--- src/rtl/mem_burst_initiator.sv ---
// Burst-mode memory initiator: runs a line writeback, a line fill, or a writeback
// followed by a fill over a single-port delayed memory, with a per-phase timeout.
module mem_burst_initiator #(
  parameter int unsigned BURST_LEN      = 4,
  parameter int unsigned TIMEOUT_CYCLES = 64
) (
  input  logic                    CLK,
  input  logic                    RST,
  input  logic                    REQ_READ,
  input  logic                    REQ_WRITE,
  input  logic [31:0]             REQ_ADDR,
  input  logic [31:0]             WB_ADDR,
  input  logic [32*BURST_LEN-1:0] WLINE,
  output logic [32*BURST_LEN-1:0] RLINE,
  output logic                    BUSY,
  output logic                    DONE,
  output logic                    ERR,
  output logic                    MEM_RE,
  output logic                    MEM_WE,
  output logic [31:0]             MEM_ADDR,
  output logic [31:0]             MEM_DOUT,
  input  logic [31:0]             MEM_DIN,
  input  logic                    MEM_VALID
);

  localparam int unsigned BeatW = (BURST_LEN > 1) ? $clog2(BURST_LEN) : 1;
  localparam int unsigned TmoW  = $clog2(TIMEOUT_CYCLES + 1);

  localparam logic [BeatW-1:0] LastBeat  = BeatW'(BURST_LEN - 1);
  localparam logic [TmoW-1:0]  TmoLimit  = TmoW'(TIMEOUT_CYCLES);
  localparam logic [29:0]      AlignMask = ~30'(BURST_LEN - 1);

  typedef enum logic [2:0] {
    StIdle,
    StWb,
    StGap,
    StFill,
    StDone
  } state_e;

  state_e                        state_q, state_d;
  logic [BeatW-1:0]              beat_q, beat_d;
  logic [TmoW-1:0]               tmo_q, tmo_d;
  logic [BURST_LEN-1:0][31:0]    wline_q, wline_d;
  logic [BURST_LEN-1:0][31:0]    rline_q, rline_d;
  logic [29:0]                   wb_base_q, wb_base_d;
  logic [29:0]                   rd_base_q, rd_base_d;
  logic                          fill_pend_q, fill_pend_d;
  logic                          err_q, err_d;

  // Byte-offset bits below the word are never needed.
  logic unused_addr_bits;
  assign unused_addr_bits = ^{REQ_ADDR[1:0], WB_ADDR[1:0]};

  always_comb begin
    state_d     = state_q;
    beat_d      = beat_q;
    tmo_d       = tmo_q;
    wline_d     = wline_q;
    rline_d     = rline_q;
    wb_base_d   = wb_base_q;
    rd_base_d   = rd_base_q;
    fill_pend_d = fill_pend_q;
    err_d       = err_q;

    unique case (state_q)
      StIdle: begin
        err_d = 1'b0;
        if (REQ_WRITE || REQ_READ) begin
          wline_d     = WLINE;
          wb_base_d   = WB_ADDR[31:2] & AlignMask;
          rd_base_d   = REQ_ADDR[31:2] & AlignMask;
          fill_pend_d = REQ_WRITE && REQ_READ;
          beat_d      = '0;
          tmo_d       = '0;
          state_d     = REQ_WRITE ? StWb : StFill;
        end
      end

      StWb, StFill: begin
        tmo_d = tmo_q + 1'b1;
        if (MEM_VALID) begin
          beat_d = beat_q + 1'b1;
          if (state_q == StFill) begin
            rline_d[beat_q] = MEM_DIN;
          end
        end
        // Completing the last beat wins over a timeout on the same edge.
        if (MEM_VALID && (beat_q == LastBeat)) begin
          beat_d      = '0;
          tmo_d       = '0;
          fill_pend_d = 1'b0;
          state_d     = ((state_q == StWb) && fill_pend_q) ? StGap : StDone;
        end else if (tmo_d == TmoLimit) begin
          beat_d      = '0;
          tmo_d       = '0;
          fill_pend_d = 1'b0;
          err_d       = 1'b1;
          state_d     = StDone;
        end
      end

      StGap: begin
        beat_d  = '0;
        tmo_d   = '0;
        state_d = StFill;
      end

      StDone: begin
        state_d = StIdle;
      end

      default: begin
        state_d = StIdle;
      end
    endcase
  end

  always_ff @(posedge CLK) begin
    if (RST) begin
      state_q     <= StIdle;
      beat_q      <= '0;
      tmo_q       <= '0;
      wline_q     <= '0;
      rline_q     <= '0;
      wb_base_q   <= '0;
      rd_base_q   <= '0;
      fill_pend_q <= 1'b0;
      err_q       <= 1'b0;
    end else begin
      state_q     <= state_d;
      beat_q      <= beat_d;
      tmo_q       <= tmo_d;
      wline_q     <= wline_d;
      rline_q     <= rline_d;
      wb_base_q   <= wb_base_d;
      rd_base_q   <= rd_base_d;
      fill_pend_q <= fill_pend_d;
      err_q       <= err_d;
    end
  end

  // Strobes decode straight from the state register, so they never glitch.
  assign MEM_WE = (state_q == StWb);
  assign MEM_RE = (state_q == StFill);
  assign BUSY   = (state_q != StIdle);
  assign DONE   = (state_q == StDone);
  assign ERR    = (state_q == StDone) && err_q;
  assign RLINE  = rline_q;

  always_comb begin
    MEM_ADDR = '0;
    MEM_DOUT = '0;
    unique case (state_q)
      StWb: begin
        MEM_ADDR = {2'b00, wb_base_q + 30'(beat_q)};
        MEM_DOUT = wline_q[beat_q];
      end
      StFill: begin
        MEM_ADDR = {2'b00, rd_base_q + 30'(beat_q)};
      end
      default: begin
        MEM_ADDR = '0;
        MEM_DOUT = '0;
      end
    endcase
  end

endmodule

--- config.mk ---
export PLATFORM = sky130hd
export DESIGN_NAME = mem_burst_initiator
export DESIGN_NICKNAME = d
export VERILOG_FILES = /design/src/rtl/mem_burst_initiator.sv
export SDC_FILE = /design/constraint.sdc
export NUM_CORES = 1
export LEC_CHECK = 0
export ABC_AREA = 1
export CORE_AREA = 2 2 171 173
export CTS_CLUSTER_DIAMETER = 30
export DETAILED_ROUTE_END_ITERATION = 12
export DIE_AREA = 0 0 173 175
export GPL_ROUTABILITY_DRIVEN = 0
export PLACE_DENSITY = 0.87
export SKIP_CTS_REPAIR_TIMING = 1
export SYNTH_ARGS = -nofsm -noshare
export SYNTH_HDL_FRONTEND = slang
export SYNTH_SLANG_ARGS = --single-unit
--- constraint.sdc ---
create_clock -name CLK -period 2.25 [get_ports CLK]
set_input_delay 0.45 -clock CLK [delete_from_list [all_inputs] [get_ports CLK]]
set_output_delay 0.45 -clock CLK [all_outputs]
set_load 0.05 [all_outputs]
==> results.tsv, run 1 <==
stage	metric	value	unit
outcome	outcome	complete, but fails checks	
outcome	failing checks	negative setup slack	
die	boundary pin count	426	
power_and_ir_drop	Final Power	21.7	mW
sta	relative slew slack	41.6	%
route	DR iter-0 viols	1528	
place	DP HPWL	29900	um
die	initial core utilization	45.6	%
synthesis	number of synthesized flops with an enable pin	0	
cells_and_area	Final Cell Area	0.0216	mm^2
cts	CTS Buf Count	66	
synthesis	area fraction of the dominant cell type after synthesis	50.4	%
sta	fmax	415	MHz
sta	crit share post-route	107	%
synthesis	yosys warns	0	
synthesis	sequential-to-total area share from yosys stat	50.4	%
synthesis	Synth area leaders	dfxtp_1 (50%), a21oi_1 (11%), o21ai_0 (9.3%), nor2_1 (7.8%), inv_1 (3.9%)	
worst_setup_path	crit start category	register	
synthesis	most numerous cell in the Yosys netlist	dfxtp_1	
cells_and_area	Area growth syn-to-layout	66.8	%
place	Post-DP Area	0.0181	mm^2
power_and_ir_drop	leakage	8.05	nW
worst_setup_path	WP data required	1800	ps
route	routed wire length	53300	um
cells_and_area	nets@finish	2357	
route	routed length per instance	20.8	um
global_routing	total gr overflow	0	
synthesis	Netlist cell types	35	
sta	max-slew violation count	0	
global_routing	first-pass GRT wire length	73100	um
global_routing	Total GRT Usage	29.9	%
cts	Clk Latency, worst-skew pair	540	ps
worst_setup_path	Critical Path AT	1960	ps
synthesis	Yosys reg bits	326	
sta	Final Hold Fails	0	
synthesis	leading area contributor after synthesis	dfxtp_1	
synthesis	most used flip-flop cell after synthesis	dfxtp_1	
worst_setup_path	CP Max Fanout	66	
flow_run	max_cap viols	0	
sta	# setup viols final	60	
die	die span in x	173	um
route	via count	14600	
cts	H-tree lvl count	3	
worst_setup_path	critical setup path kind	register to output port	
synthesis	Commonest cells post-synth	dfxtp_1 (326), a21oi_1 (289), nor2_1 (270), o21ai_0 (242), inv_1 (136)	
sta	minimum clock period	2410	ps
die	Core Region	0.0284	mm^2
route	First-pass DRT Iterations	6	
die	DIE AREA	0.0303	mm^2
route	vias per cell	5.71	
cts	CTS sink count	326	
power_and_ir_drop	PwrDens	1000	mW/mm^2
worst_setup_path	crit end category	output port	
cts	CTS root buf	clkbuf_16	
sta	Final WS setup	-160	ps
cells_and_area	layout cells sized above 1	17.5	%
sta	Fin Clk Skew	17.6	ps
sta	Setup TNS	-5510	ps
cts	Clock transition at path regs	50	ps
sta	Worst-Margin Slew	876	ps
worst_hold_path	worst hold path type	primary input to register	
synthesis	synthesized area per cell	7.57	um^2
synthesis	asr flop ratio synth	0	%
synthesis	mapped cell area	0.0130	mm^2
sta	RSZ-0062 raised after global routing	yes	
route	post-route ant nets	0	
global_routing	largest net degree at the start of global routing	92	
global_routing	initial antenna violation count	3	
die	die height	175	um
synthesis	Mapped Cells	1713	
place	PortBufs	415	
cts	maximum root-to-sink buffer count	3	
route	DRC	0	
cts	CTS tree	built	
cells_and_area	post-layout util	76.1	%
power_and_ir_drop	Max IR drop VDD	0.647	mV
die	site row count	62	
global_routing	vias in the first global route	13900	
-- state kept, by name, indices dropped and copies added, names as in the netlist --
name	flops
fill_pend_q	1
RLINE	128
state_q	3
wb_base_q	28
err_q	1
beat_q	2
wline_q	128
rd_base_q	28
tmo_q	7
-- path summary, 6_finish.rpt --
kind                                   from            to  slack, ps  depth (start not counted)
worst max-delay path              beat_q[0]  MEM_DOUT[13]       -160                          5
worst max register to register   state_q[0]     RLINE[67]        180                         11
worst min register to register  wline_q[70]   wline_q[70]        450                          2
worst min-delay path                    RST     beat_q[0]        340                          4
-- cell families after synthesis --
family / after synthesis / share of synthesized area (%)
XOR/XNOR: 1 / 0.0676
flip-flops: 326 / 50.4
AO/OA/AOI/OAI: 636 / 24.9
other: 1 / 0.0289
adder cells (fa/ha/maj): 5 / 0.483
buffers and inverters: 284 / 9.34
AND/OR/NAND/NOR: 460 / 14.8
-- per-layer routing --
metal	GRT usage [%]	share of wire (%)	routed length (um)
met5	0	0	0
met4	16.9	6.0	3220
met3	8.49	11	5630
met2	51.5	49	26200
met1	33.1	34	18200
-- final cells by class --
class / count / area, um^2
Fill cell: 1710 / 6780
Sequential cell: 326 / 6540
Multi-Input combinational cell: 1105 / 6170
Timing Repair Buffer: 478 / 5490
Clock buffer: 82 / 1890
Inverter: 146 / 574
Tap cell: 384 / 480
Clock inverter: 36 / 462
Antenna cell: 3 / 7.51
-- critical path, cell delays in order, from the launching register on --
cell and delay [ps]:
dfxtp_4 380, buf_12 290, a21oi_1 140, o21ai_1 250, a21oi_4 130, buf_12 170
-- where the power goes --
part,switching [mW],internal [mW]
clock,3.35,6.80
combinational,3.02,1.91
sequential,0.246,6.35
-- through the flow --
| stage | worst slack [ps] | std cells | hold slack [ps] |
|---|---|---|---|
| floorplan | -178 | 1714 | 430 |
| global placement | 129 | 2415 | 437 |
| detailed placement | 63.7 | 2415 | 441 |
| CTS | -388 | 2533 | 319 |
| global route | -191 | 2560 | 367 |
| finish | -160 | 2560 | 343 |
-- placed cells by master (no fill, tap or decap), drive strengths merged, types with 10 or more instances in the layout --
master,n
dfxtp,326
clkbuf,93
o22ai,28
clkinv,16
o21ai,315
a21oi,290
buf,121
clkinvlp,10
nand2,101
clkdlybuf4s50,346
nor2,275
nand3,74
inv,149
Power figures use the tool's default switching activity.
==> run 2: changes to the inputs <==
Settings changed: CELL_PAD_IN_SITES_DETAIL_PLACEMENT from default to 1, CELL_PAD_IN_SITES_GLOBAL_PLACEMENT from default to 1, CORE_AREA 2 2 171 173 to 2 2 202 204, DIE_AREA 0 0 173 175 to 0 0 204 206.
Clock period 2.25 ns to 2.5 ns, I/O delays scaled along.
==> run 2 against run 1 <==
Net effect: register-to-register slack better by 80 ps; critical endpoint is now MEM_DOUT[15]; combinational power fell by 12%; the flow still finishes with violations (negative setup slack); power shrank 3.2%; global-route usage down 4.0 points; non-clock buffer count fell by 7; cell count rose by 6.1%.
==> results.tsv, run 2 (synthesized netlist as in run 1, its figures left out) <==
stage	metric	value	unit	change
outcome	outcome	complete, but fails checks		
outcome	failing checks	negative setup slack		
sta	fmax	385	MHz	
place	Inst Count DP	2561		+6.0%
global_routing	global-route met3 utilization	6.26	%	-2.2 points
worst_setup_path	crit end category	output port		
global_routing	first-pass GRT wire length	85400	um	+17%
sta	RSZ-0062 raised after global routing	yes		
sta	Worst-Margin Slew	968	ps	+92.2 ps
sta	# setup viols final	3		-95%
power_and_ir_drop	Max IR drop VDD	0.571	mV	-12%
route	via count	14700		+0.34%
cells_and_area	post-layout util	54.5	%	-22 points
global_routing	Total GRT Usage	25.9	%	-4.0 points
route	First-pass DRT Iterations	7		+1
cells_and_area	most frequent cells in the layout	clkdlybuf4s50_1 (347), dfxtp_1 (323), nor2_1 (270), a21oi_1 (236), o21ai_0 (216)		
cells_and_area	most common cell after layout, fill and taps aside	clkdlybuf4s50_1		
global_routing	M1 GR Usage	29.2	%	-3.9 points
route	routed wire length	61100	um	+15%
route	post-route ant nets	0		unchanged
cells_and_area	ANT cells	0		-3
global_routing	initial antenna violation count	2		-1
cts	H-tree lvl count	3		unchanged
route	vias per cell	5.39		-5.5%
cells_and_area	layout cells sized above 1	17.0	%	-0.51 points
global_routing	Most Used Layer, Global Route	met2		
sta	WHS	454	ps	+111 ps
worst_setup_path	WP buf/inv	2		unchanged
cts	maximum root-to-sink buffer count	3		unchanged
sta	Final WS setup	-97.2	ps	+63.0 ps
cts	Clock transition at path regs	40	ps	about the same
power_and_ir_drop	leakage	8.17	nW	+1.5%
worst_setup_path	WP data required	2000	ps	+200 ps
sta	minimum clock period	2600	ps	
die	die height	206	um	+18%
cts	CTS Buf Count	75		+14%
global_routing	total gr overflow	0		unchanged
cts	Clk Latency, worst-skew pair	570	ps	+30 ps
die	site row count	74		+19%
sta	max-slew violation count	0		unchanged
die	die span in x	204	um	+18%
worst_hold_path	worst hold path type	register to register		
sta	relative slew slack	35.4	%	-6.1 points
cells_and_area	nets@finish	2360		+0.13%
worst_setup_path	crit path cell chain	buf_8, a21oi_1, o21ai_0, a21oi_2, buf_12		
die	DIE AREA	0.0420	mm^2	+39%
global_routing	largest net degree at the start of global routing	84		-8.7%
die	initial core utilization	32.3	%	-13 points
flow_run	max_cap viols	0		unchanged
sta	crit share post-route	104	%	
power_and_ir_drop	Final Power	21.0	mW	-3.2%
die	boundary pin count	426		unchanged
global_routing	vias in the first global route	15200		+9.3%
cells_and_area	Area growth syn-to-layout	69.0	%	
worst_setup_path	CP Max Fanout	45		-32%
route	DRC	0		unchanged
cts	CTS root buf	clkbuf_16		
power_and_ir_drop	PwrDens	958	mW/mm^2	-4.5%
die	Core Region	0.0402	mm^2	+42%
worst_setup_path	crit start category	register		
cts	CTS tree	built		
worst_setup_path	Worst path top cell family by delay	compound AO/OA/AOI/OAI gates		
cells_and_area	Post-Layout Cell Count	2717		+6.1%
sta	Final Hold Fails	0		unchanged
worst_setup_path	Critical-path top delay cell	dfxtp_4		
route	routed length per instance	22.5	um	+8.0%
worst_setup_path	critical setup path kind	register to output port		
place	PortBufs	415		unchanged
place	DP HPWL	34200	um	+14%
worst_setup_path	slowest stage delay, CP	360	ps	-20 ps
sta	Fin Clk Skew	16.2	ps	-1.40 ps
global_routing	met2 Use GR	46.3	%	-5.2 points
route	DR iter-0 viols	863		-44%
worst_setup_path	Critical Path AT	2100	ps	+140 ps
cts	CTS sink count	326		unchanged
-- run 2: worst paths after layout --
| check | depth (start not counted) | slack (ps) | startpoint | end |
|---|---|---|---|---|
| min reg2reg | 2 | 450 | wline_q[65] | wline_q[65] |
| max reg2reg | 7 | 260 | state_q[0] | wline_q[118] |
| max | 5 | -100 | beat_q[0] | MEM_DOUT[15] |
| min | 2 | 450 | wline_q[65] | wline_q[65] |
-- run 2: per-stage QoR --
stage	TNS (ps)	setup WS [ps]	instance area [um^2]
after floorplan	-2900	-145	13000
after global placement	0	183	18200
after detailed placement	0	48.2	18200
after CTS	-17410	-446	20900
after global routing	-1190	-145	21900
final	-183	-97.2	21900
-- run 2: area by class of cell --
class	instances	area, um^2
timing repair inverter	1	11.3
timing repair buffer	471	5520
tap	532	666
clock buffer	93	2080
fill	4524	18300
multi-input combinational	1105	5850
sequential	326	6540
clock inverter	43	654
inverter	146	587
-- run 2: per-layer routing --
layer / vias to the layer above / part of all wire (%)
met3: 205 / 7.6
met1: 7169 / 37
met2: 728 / 51
li1: 6549 / -
met4: 4 / 4.5
met5: - / 0.046
-- run 2: tightest hold or removal path, stage by stage (launching register included) --
cell and delay [ps]:
dfxtp_1 290, inv_1 60, a21oi_1 50
-- run 2: report_power, final --
group          leakage (nW)  total (mW)  internal (mW)  switching (mW)
Clock                  1.31        10.7           7.44            3.27
Sequential             2.67        5.95           5.72           0.237
Combinational          4.19        4.32           1.63            2.69
Total                  8.17        21.0           14.8            6.20
